===== src/rtl/display_scheduler.sv =====
// rtl/display_scheduler.sv - round-robin message scheduler for a 4-digit 7-segment display
module display_scheduler #(
    parameter int TICK_DIV    = 100000,
    parameter int HOLD_TICKS  = 500,
    parameter int GAP_TICKS   = 50,
    parameter int BLINK_TICKS = 100
) (
    input  logic        clk,
    input  logic        reset,
    input  logic [2:0]  req,
    input  logic [15:0] msg0,
    input  logic [15:0] msg1,
    input  logic [15:0] msg2,
    input  logic [2:0]  blink,
    output logic [2:0]  grant,
    output logic        done,
    output logic [15:0] graphics
);

    localparam int PW = (TICK_DIV    > 1) ? $clog2(TICK_DIV)    : 1;
    localparam int HW = (HOLD_TICKS  > 1) ? $clog2(HOLD_TICKS)  : 1;
    localparam int GW = (GAP_TICKS   > 1) ? $clog2(GAP_TICKS)   : 1;
    localparam int BW = (BLINK_TICKS > 1) ? $clog2(BLINK_TICKS) : 1;

    localparam logic [PW-1:0] PRE_MAX   = PW'(TICK_DIV - 1);
    localparam logic [HW-1:0] HOLD_MAX  = HW'(HOLD_TICKS - 1);
    localparam logic [GW-1:0] GAP_MAX   = GW'(GAP_TICKS - 1);
    localparam logic [BW-1:0] BLINK_MAX = BW'(BLINK_TICKS - 1);
    localparam logic [15:0]   BLANK     = 16'hFFFF;

    typedef enum logic [1:0] {S_IDLE, S_SHOW, S_GAP} state_t;

    state_t        state_q, state_d;
    logic [2:0]    grant_q, grant_d;
    logic          done_q, done_d;
    logic [15:0]   gfx_q, gfx_d;
    logic [1:0]    last_q, last_d;
    logic [PW-1:0] pre_q, pre_d;
    logic [HW-1:0] hold_q, hold_d;
    logic [GW-1:0] gap_q, gap_d;
    logic [BW-1:0] bcnt_q, bcnt_d;
    logic          blink_en_q, blink_en_d;
    logic          vis_q, vis_d;

    logic          tick;
    logic [2:0]    pick;
    logic [15:0]   owner_msg;
    logic [15:0]   pick_msg;

    // Round-robin choice: the requester after the last owner has first claim.
    function automatic logic [2:0] rr_pick(input logic [2:0] r, input logic [1:0] last);
        logic [2:0] p;
        p = 3'b000;
        case (last)
            2'd0: begin
                if (r[1])      p = 3'b010;
                else if (r[2]) p = 3'b100;
                else if (r[0]) p = 3'b001;
            end
            2'd1: begin
                if (r[2])      p = 3'b100;
                else if (r[0]) p = 3'b001;
                else if (r[1]) p = 3'b010;
            end
            default: begin
                if (r[0])      p = 3'b001;
                else if (r[1]) p = 3'b010;
                else if (r[2]) p = 3'b100;
            end
        endcase
        return p;
    endfunction

    function automatic logic [1:0] enc(input logic [2:0] g);
        return g[2] ? 2'd2 : (g[1] ? 2'd1 : 2'd0);
    endfunction

    // Message selection for the current owner and for a fresh grant.
    always_comb begin
        tick = (pre_q == PRE_MAX);
        pick = rr_pick(req, last_q);
        owner_msg = grant_q[2] ? msg2 : (grant_q[1] ? msg1 : msg0);
        pick_msg  = pick[2] ? msg2 : (pick[1] ? msg1 : msg0);
    end

    // Next-state logic for the scheduler and its counters.
    always_comb begin
        state_d    = state_q;
        grant_d    = grant_q;
        done_d     = 1'b0;
        gfx_d      = gfx_q;
        last_d     = last_q;
        pre_d      = tick ? '0 : pre_q + 1'b1;
        hold_d     = hold_q;
        gap_d      = gap_q;
        bcnt_d     = bcnt_q;
        blink_en_d = blink_en_q;
        vis_d      = vis_q;
        case (state_q)
            S_IDLE: begin
                pre_d   = '0;
                grant_d = 3'b000;
                gfx_d   = BLANK;
                if (req != 3'b000) begin
                    state_d    = S_SHOW;
                    grant_d    = pick;
                    last_d     = enc(pick);
                    blink_en_d = |(blink & pick);
                    vis_d      = 1'b1;
                    hold_d     = '0;
                    bcnt_d     = '0;
                    gfx_d      = pick_msg;
                end
            end
            S_SHOW: begin
                if ((req & grant_q) == 3'b000) begin
                    // Owner withdrew: cut the hold short without a done pulse.
                    state_d = S_GAP;
                    grant_d = 3'b000;
                    gfx_d   = BLANK;
                    pre_d   = '0;
                    gap_d   = '0;
                end else if (tick && hold_q == HOLD_MAX) begin
                    state_d = S_GAP;
                    grant_d = 3'b000;
                    done_d  = 1'b1;
                    gfx_d   = BLANK;
                    pre_d   = '0;
                    gap_d   = '0;
                end else begin
                    if (tick) begin
                        hold_d = hold_q + 1'b1;
                        if (blink_en_q) begin
                            if (bcnt_q == BLINK_MAX) begin
                                bcnt_d = '0;
                                vis_d  = ~vis_q;
                            end else begin
                                bcnt_d = bcnt_q + 1'b1;
                            end
                        end
                    end
                    gfx_d = vis_d ? owner_msg : BLANK;
                end
            end
            default: begin
                gfx_d   = BLANK;
                grant_d = 3'b000;
                if (tick) begin
                    if (gap_q == GAP_MAX) begin
                        state_d = S_IDLE;
                        pre_d   = '0;
                    end else begin
                        gap_d = gap_q + 1'b1;
                    end
                end
            end
        endcase
    end

    // State and output registers; reset wins over everything.
    always_ff @(posedge clk) begin
        if (reset) begin
            state_q    <= S_IDLE;
            grant_q    <= 3'b000;
            done_q     <= 1'b0;
            gfx_q      <= BLANK;
            last_q     <= 2'd2;
            pre_q      <= '0;
            hold_q     <= '0;
            gap_q      <= '0;
            bcnt_q     <= '0;
            blink_en_q <= 1'b0;
            vis_q      <= 1'b1;
        end else begin
            state_q    <= state_d;
            grant_q    <= grant_d;
            done_q     <= done_d;
            gfx_q      <= gfx_d;
            last_q     <= last_d;
            pre_q      <= pre_d;
            hold_q     <= hold_d;
            gap_q      <= gap_d;
            bcnt_q     <= bcnt_d;
            blink_en_q <= blink_en_d;
            vis_q      <= vis_d;
        end
    end

    assign grant    = grant_q;
    assign done     = done_q;
    assign graphics = gfx_q;

endmodule


===== config.mk =====
export PLATFORM = sky130hd
export DESIGN_NAME = display_scheduler
export DESIGN_NICKNAME = d
export VERILOG_FILES = /design/src/rtl/display_scheduler.sv
export SDC_FILE = /design/constraint.sdc
export NUM_CORES = 1
export LEC_CHECK = 0
export ABC_AREA = 1
export ABC_CLOCK_PERIOD_IN_PS = 3810
export BUFFER_PORTS_ARGS = -buffer_cell sky130_fd_sc_hd__buf_2
export CAP_MARGIN = 20
export CORE_MARGIN = 5
export CORE_UTILIZATION = 55
export DETAILED_ROUTE_END_ITERATION = 6
export GPL_ROUTABILITY_DRIVEN = 0
export PLACE_DENSITY_LB_ADDON = 0.3
export SLEW_MARGIN = 30
export SYNTH_ARGS = -nofsm -noshare
export SYNTH_HDL_FRONTEND = slang
export SYNTH_SLANG_ARGS = --single-unit

===== constraint.sdc =====
create_clock -name clk -period 3.81 [get_ports clk]
set_input_delay 0.381 -clock clk [delete_from_list [all_inputs] [get_ports clk]]
set_output_delay 0.381 -clock clk [all_outputs]
set_load 0.02 [all_outputs]

==> results of run 1 <==
-- state kept, by name, indices dropped and copies added (netlist names), 2 cells and up --
name      flops
state_q       2
pre_q        17
bcnt_q        7
graphics     16
hold_q        9
last_q        2
gap_q         6
grant         3
-- logic make-up (layout without fill, tap and decap cells) --
kind of cell / count (synthesis) / count (layout) / share of synthesized area (%)
fa+ha+maj: 5 / 5 / 1.48
simple gates: 385 / 385 / 41.3
compound gates: 92 / 92 / 13.4
flops: 65 / 65 / 30.8
buf+inv: 91 / 159 / 8.90
xor+xnor: 20 / 20 / 4.14
-- stage by stage --
step	instances	cell area [sq um]	hold WS [ns]	setup WS (ns)	util, %
5_1_grt	828	4820	0.335	1.31	63.3
3_3_place_gp	812	4620	0.430	1.52	60.7
3_5_place_dp	812	4620	0.451	1.44	60.7
6_report	828	4820	0.328	1.45	63.3
2_1_floorplan	658	4230	0.418	2.13	-
4_1_cts	828	4820	0.323	1.59	63.3
-- cell type report --
type | instances | share of cell area [%]
multi-input combinational | 502 | 53.0
sequential | 65 | 27.0
timing repair buffer | 77 | 8.10
inverter | 66 | 5.14
clock buffer | 11 | 2.93
tap | 102 | 2.65
clock inverter | 5 | 1.14
-- synth_stat cells, types with 4 or more instances --
cell type / instances / share of area (%)
or2_2: 5 / 0.74
nand2_2: 7 / 1.0
clkbuf_1: 11 / 0.98
nor2_2: 4 / 0.59
buf_2: 10 / 1.2
xor2_1: 13 / 2.7
or2_0: 6 / 0.89
o211ai_1: 11 / 2.0
a21oi_1: 52 / 6.2
dfxtp_1: 65 / 31
xnor2_1: 7 / 1.4
inv_2: 10 / 0.89
ha_1: 5 / 1.5
nand2_1: 175 / 16
nand3_1: 68 / 8.0
inv_1: 53 / 4.7
a211oi_1: 15 / 2.7
nor3_1: 6 / 0.71
nand4_1: 19 / 2.8
nor2_1: 77 / 6.8
-- critical path, stage by stage (launching register included) --
cell and delay [ns]:
dfxtp_1 0.95, clkinv_1 0.55, nand2_1 0.16, a21oi_1 0.08, a211oi_1 0.25, nand3_1 0.13
nand2_1 0.08, nand2_1 0.05
-- placed cells by master, fill, tap and decap left out, types with 2 or more instances in the layout --
master      Yosys  layout
nand2_1       175     175
nor2_1         77      76
buf_2          10      75
nand3_1        68      68
dfxtp_1        65      65
inv_1          53      53
a21oi_1        52      52
nand4_1        19      19
a211oi_1       15      15
xor2_1         13      13
o211ai_1       11      11
inv_2          10      10
clkbuf_8        0      10
nand2_2         7       7
xnor2_1         7       7
nor3_1          6       6
or2_0           6       6
nor2_2          4       5
or2_2           5       5
ha_1            5       5
nor2_4          3       3
clkinv_1        3       3
nand3_2         3       3
o21bai_1        3       3
o21ai_1         3       3
nand2_4         2       2
a21oi_4         2       2
nand3b_1        2       2
o21ai_2         2       2
or2_1           2       2
nor4_1          2       2
o21ai_0         2       2
clkinv_2        0       2
clkinvlp_4      0       2
buf_4           2       2
-- final timing paths --
path | from | end | slack (ns) | depth (start not counted)
hold / removal | blink[2] | blink_en_q$_SDFFE_PP0P_ | 0.33 | 3
setup / recovery | grant[1]$_SDFFE_PP0P_ | graphics[10]$_SDFF_PP1_ | 1.45 | 7
hold reg to reg | pre_q[0]$_SDFF_PP0_ | pre_q[0]$_SDFF_PP0_ | 0.45 | 1
setup reg to reg | grant[1]$_SDFFE_PP0P_ | graphics[10]$_SDFF_PP1_ | 1.45 | 7
-- power groups by stage --
stage               clock [mW]  sequential [mW]  combinational (mW)
floorplan                    0            0.815               0.406
global placement             0            0.790               0.570
CTS                      0.605            0.777               0.587
global route             0.642            0.784               0.661
finish                   0.599            0.778               0.593
detailed placement           0            0.792               0.586
-- metal layers --
| metal | vias up | routed length (um) | GRT usage, % |
|---|---|---|---|
| li1 | 2278 | - | - |
| met1 | 2081 | 4580 | 27.9 |
| met2 | 209 | 5630 | 41.4 |
| met3 | 33 | 1030 | 7.25 |
| met4 | 0 | 252 | 9.16 |
| met5 | - | 0 | 0 |
==> flow_summary.ini, run 1 <==
[status]
status = finished, final reports clean

[cts]
cts_tree = done
cts.reportedPaths.clkPinSlew_ns = 0.07
cts_sinks = 65
root_buffer = clkbuf_8
cts_resized = 0
cts_setup_buffers = 0
cts_buffers = 9
clock_path_buffers = 2
hold_buffers = 0
clock_latency_ns = 0.35
htreeDepth = 3

[floorplan]
start_util_pct = 55.6
fp-row-count = 32
fp.coreArea_sq_um = 7610
die_area_sq_um = 9550
fp.dieW_um = 97.7
die_h_um = 97.7
ios = 76

[pwr]
power.total_mw = 1.97
pwr-share-seq_pct = 39.5
p_int_mw = 1.24
swShare_pct = 36.9
ir_drop_uv = 280
pwr-share-clk_pct = 30.4
p_leak_nw = 2.07
power_density_nw_per_um2 = 409
comb_power_share_pct = 30.1
p_switching_mw = 0.727

[finish]
fill_cells = 703
antenna_cells = 0
regArea_sq_um = 1300
multi_input_area_sq_um = 2550
drive_gt1_share_pct = 18.5
nets = 782
area_delta_synth_final_pct = 13.9

[grt]
track_usage_pct = 24.0
overflow = 0
antenna_found_initial = 0
grt_max_degree = 35
grt_pass1_vias = 4342
grt_pass1_wl_um = 19200

[detailed_routing]
post-route-drc-count = 0
drt_iter0_drc = 269
routed-via-count = 4601
wirelength_um = 11500
vias_per_cell = 5.56
dr.pass1.iters = 5
post_drt_wl_per_cell_um = 13.9
ant_nets = 0

[synthesis]
yosysSeqAreaShare_pct = 30.8
syn_area_sq_um = 4230
ys_ff_latch = 65
synth_warnings = 0
netlist_instances = 658
synthArstFlopShare_pct = 0
ys_types = 40
synth_nets = 719
synth.avg_cell_area_sq_um = 6.43
synth_edf_count = 0
ys.flop_type = dfxtp_1

[timing]
tightest_slew_ns = 0.957
fmax_ghz = 0.424
fin_crit_sh_pct = 61.9
setup_viol = 0
tns_ns = 0
rsz0062_at_grt = no
hold_viol = 0
maxSlewViolCount = 0
slew-limit-headroom_pct = 36.1
finalClockSkew_ns = 0.0176
fin_crit_ns = 2.36

[critical_path]
critical_path_arrival_ns = 2.59
start_kind = flip-flop
path_max_fanout = 26
crit_type = flip-flop to flip-flop
cp.required_ns = 4.04
cp-end-kind = flip-flop

[job]
drv_cap = 0

[placed_design]
place.port_buffers = 75
dpl.hpwl_um = 8350

[min_path]
hold_class = primary input to flip-flop
No activity file was read; power rests on OpenSTA's default activity.
==> run 2, diff against run 1 <==
Settings changed: ABC_AREA 1 to 0, ABC_CLOCK_PERIOD_IN_PS 3810 to 2100, CORE_UTILIZATION 55 to 50.
Clock period 3.81 ns to 2.1 ns, I/O delays scaled along.
==> flow_summary.ini, run 2 <==
[critical_path]
critPathSlowestCell = or4b_4
cp.depth = 6
cp-end-kind = flip-flop
crit_family = simple AND/OR/NAND/NOR gates
crit_type = flip-flop to flip-flop
path_buf_inv = 1
cp.required_ns = 2.33
critPathMaxStageDelay_ns = 0.57
r2r-end = graphics[11]$_SDFF_PP1_
path_max_fanout = 9
crit_chain = or4b_4, or4_4, nor4_2, o21bai_4, buf_12, a211oi_2
start_kind = flip-flop
reg2reg_depth = 6
critical_path_arrival_ns = 2.39
ff2ff_setup_slack_ns = -0.06
r2r_start = pre_q[11]$_SDFF_PP0_

[cts]
cts.reportedPaths.clkPinSlew_ns = 0.07
cts_buffers = 9
clock_path_buffers = 2
htreeDepth = 3
hold_buffers = 0
clock_latency_ns = 0.35
cts_tree = done
root_buffer = clkbuf_8
cts_sinks = 65

[floorplan]
ios = 76
fp.coreArea_sq_um = 7250
fp.dieW_um = 96.1
die_h_um = 96.1
start_util_pct = 51.1
die_area_sq_um = 9240
fp-row-count = 31

[pwr]
power_density_nw_per_um2 = 677
power.total_mw = 3.27
ir_drop_uv = 456
p_leak_nw = 1.84

[synthesis]
synth.top_cells.by_count = 65 x dfxtp_1, 52 x nor2_1, 28 x nand2_1
yosysSeqAreaShare_pct = 35.1
synth_nets = 491
netlist_instances = 430
synthArstFlopShare_pct = 0
synth_top_area_share_pct = 35.1
ys.flop_type = dfxtp_1
synthMostInstantiatedCell = dfxtp_1
synthTopCellsByArea = dfxtp_1 35%, mux2i_1 5.4%, nor2_1 5.3%, mux2_2 4.9%, a211oi_1 4.5%
ys_types = 56
synth_edf_count = 0
syn_area_sq_um = 3710
synth.avg_cell_area_sq_um = 8.62
synth_warnings = 0
yosys.area.top_type = dfxtp_1
ys_ff_latch = 65

[timing]
fmax_ghz = 0.464
worst_slack_ns = -0.0571
slew-limit-headroom_pct = 60.5
fin_crit_ns = 2.16
rsz0062_at_grt = yes
finalClockSkew_ns = 0.0126
hold_slack_ns = 0.150
fin_crit_sh_pct = 103
tightest_slew_ns = 0.593
setup_viol = 17
maxSlewViolCount = 0
hold_viol = 0

[job]
drv_cap = 0

[status]
failed_checks = setup timing
status = finished, violations left

[finish]
stdcell_count = 645
final_cell_mix = 76 x buf_2, 64 x dfxtp_1, 51 x nor2_1
multi_input_area_sq_um = 2390
regArea_sq_um = 1300
area_delta_synth_final_pct = 30.0
fill_cells = 611
final_util_pct = 66.5
top_register = pre_q
largest_reg_flops = 17
nets = 602
antenna_cells = 0
drive_gt1_share_pct = 35.2
layout_commonest_cell = buf_2

[detailed_routing]
dr.pass1.iters = 4
post-route-drc-count = 0
routed-via-count = 3632
vias_per_cell = 5.63
wirelength_um = 9880
ant_nets = 0
drt_iter0_drc = 171
post_drt_wl_per_cell_um = 15.3

[grt]
overflow = 0
grt_pass1_vias = 3516
grt_max_degree = 20
antenna_found_initial = 0
track_usage_pct = 20.9
grt_pass1_wl_um = 15400

[min_path]
hp-start = msg2[7]
worstHoldEndpoint = graphics[7]$_SDFF_PP1_
holdPathStages = 3
hold_class = primary input to flip-flop

[placed_design]
dp_slack_ns = -0.0756
dpl.hpwl_um = 7060
dp_cells = 623
place.port_buffers = 75
## run 2: worst reg2reg max path, cell delays in order (launching register included)
cell	delay, ns
dfxtp_2	0.33
or4b_4	0.57
or4_4	0.50
nor4_2	0.19
o21bai_4	0.20
buf_12	0.17
a211oi_2	0.08
## run 2: worst max-delay path by stage
stage | start | end | slack, ns
3_3_place_gp | pre_q[11]$_SDFF_PP0_ | graphics[4]$_SDFF_PP1_ | 0.001
6_report | pre_q[11]$_SDFF_PP0_ | graphics[11]$_SDFF_PP1_ | -0.06
3_5_place_dp | pre_q[1]$_SDFF_PP0_ | graphics[6]$_SDFF_PP1_ | -0.08
5_1_grt | pre_q[11]$_SDFF_PP0_ | graphics[11]$_SDFF_PP1_ | -0.12
4_1_cts | pre_q[11]$_SDFF_PP0_ | graphics[11]$_SDFF_PP1_ | -0.03
2_1_floorplan | pre_q[11]$_SDFF_PP0_ | gap_q[4]$_SDFFE_PP0P_ | -0.03
## run 2: logic make-up (layout without fill, tap and decap cells)
| logic type | count (synthesis) | count (layout) | share of synthesized area (%) |
|---|---|---|---|
| adders and majority gates | 5 | 5 | 1.69 |
| xor gates and xnor gates | 17 | 17 | 4.02 |
| DFF | 65 | 65 | 35.1 |
| muxes | 36 | 36 | 10.3 |
| buffers and inverters | 29 | 145 | 3.37 |
| AOI/OAI and AO/OA | 96 | 96 | 19.8 |
| and+or+nand+nor | 182 | 182 | 25.7 |
## run 2: power by group
group          internal [mW]  switching, mW  leakage (nW)  total, mW
Clock                  0.643          0.497         0.105       1.14
Combinational          0.334          0.455          1.21      0.789
Sequential              1.30         0.0340         0.529       1.34
Total                   2.28          0.986          1.84       3.27
## run 2: through the flow
step / TNS [ns] / area (sq um)
after floorplan: -0.0561 / 3720
after global placement: 0 / 4420
after detailed placement: -1.11 / 4420
after CTS: -0.295 / 4720
after global routing: -1.69 / 4820
final: -0.542 / 4820
## run 2: layout make-up
type / count / share of cell area, %
clock buffer: 12 / 3.43
clock inverter: 4 / 1.04
inverter: 9 / 0.701
multi-input combinational: 336 / 49.6
sequential: 65 / 27.0
tap: 99 / 2.57
timing repair buffer: 120 / 15.7
## run 2: layer usage
metal  track usage, %  share of wire (%)  wire, um
met4             9.12                1.6       155
met3             3.28                4.0       398
met1             26.4                 45      4440
met2             34.9                 49      4890
met5                0                  0         0
## run 2: repair_timing
action                                  CTS  global route
gates resized for setup                   6            18
setup buffers                             3             2
pin swaps                                 1            12
endpoints found under the setup margin   27            35
cloned                                    0             1
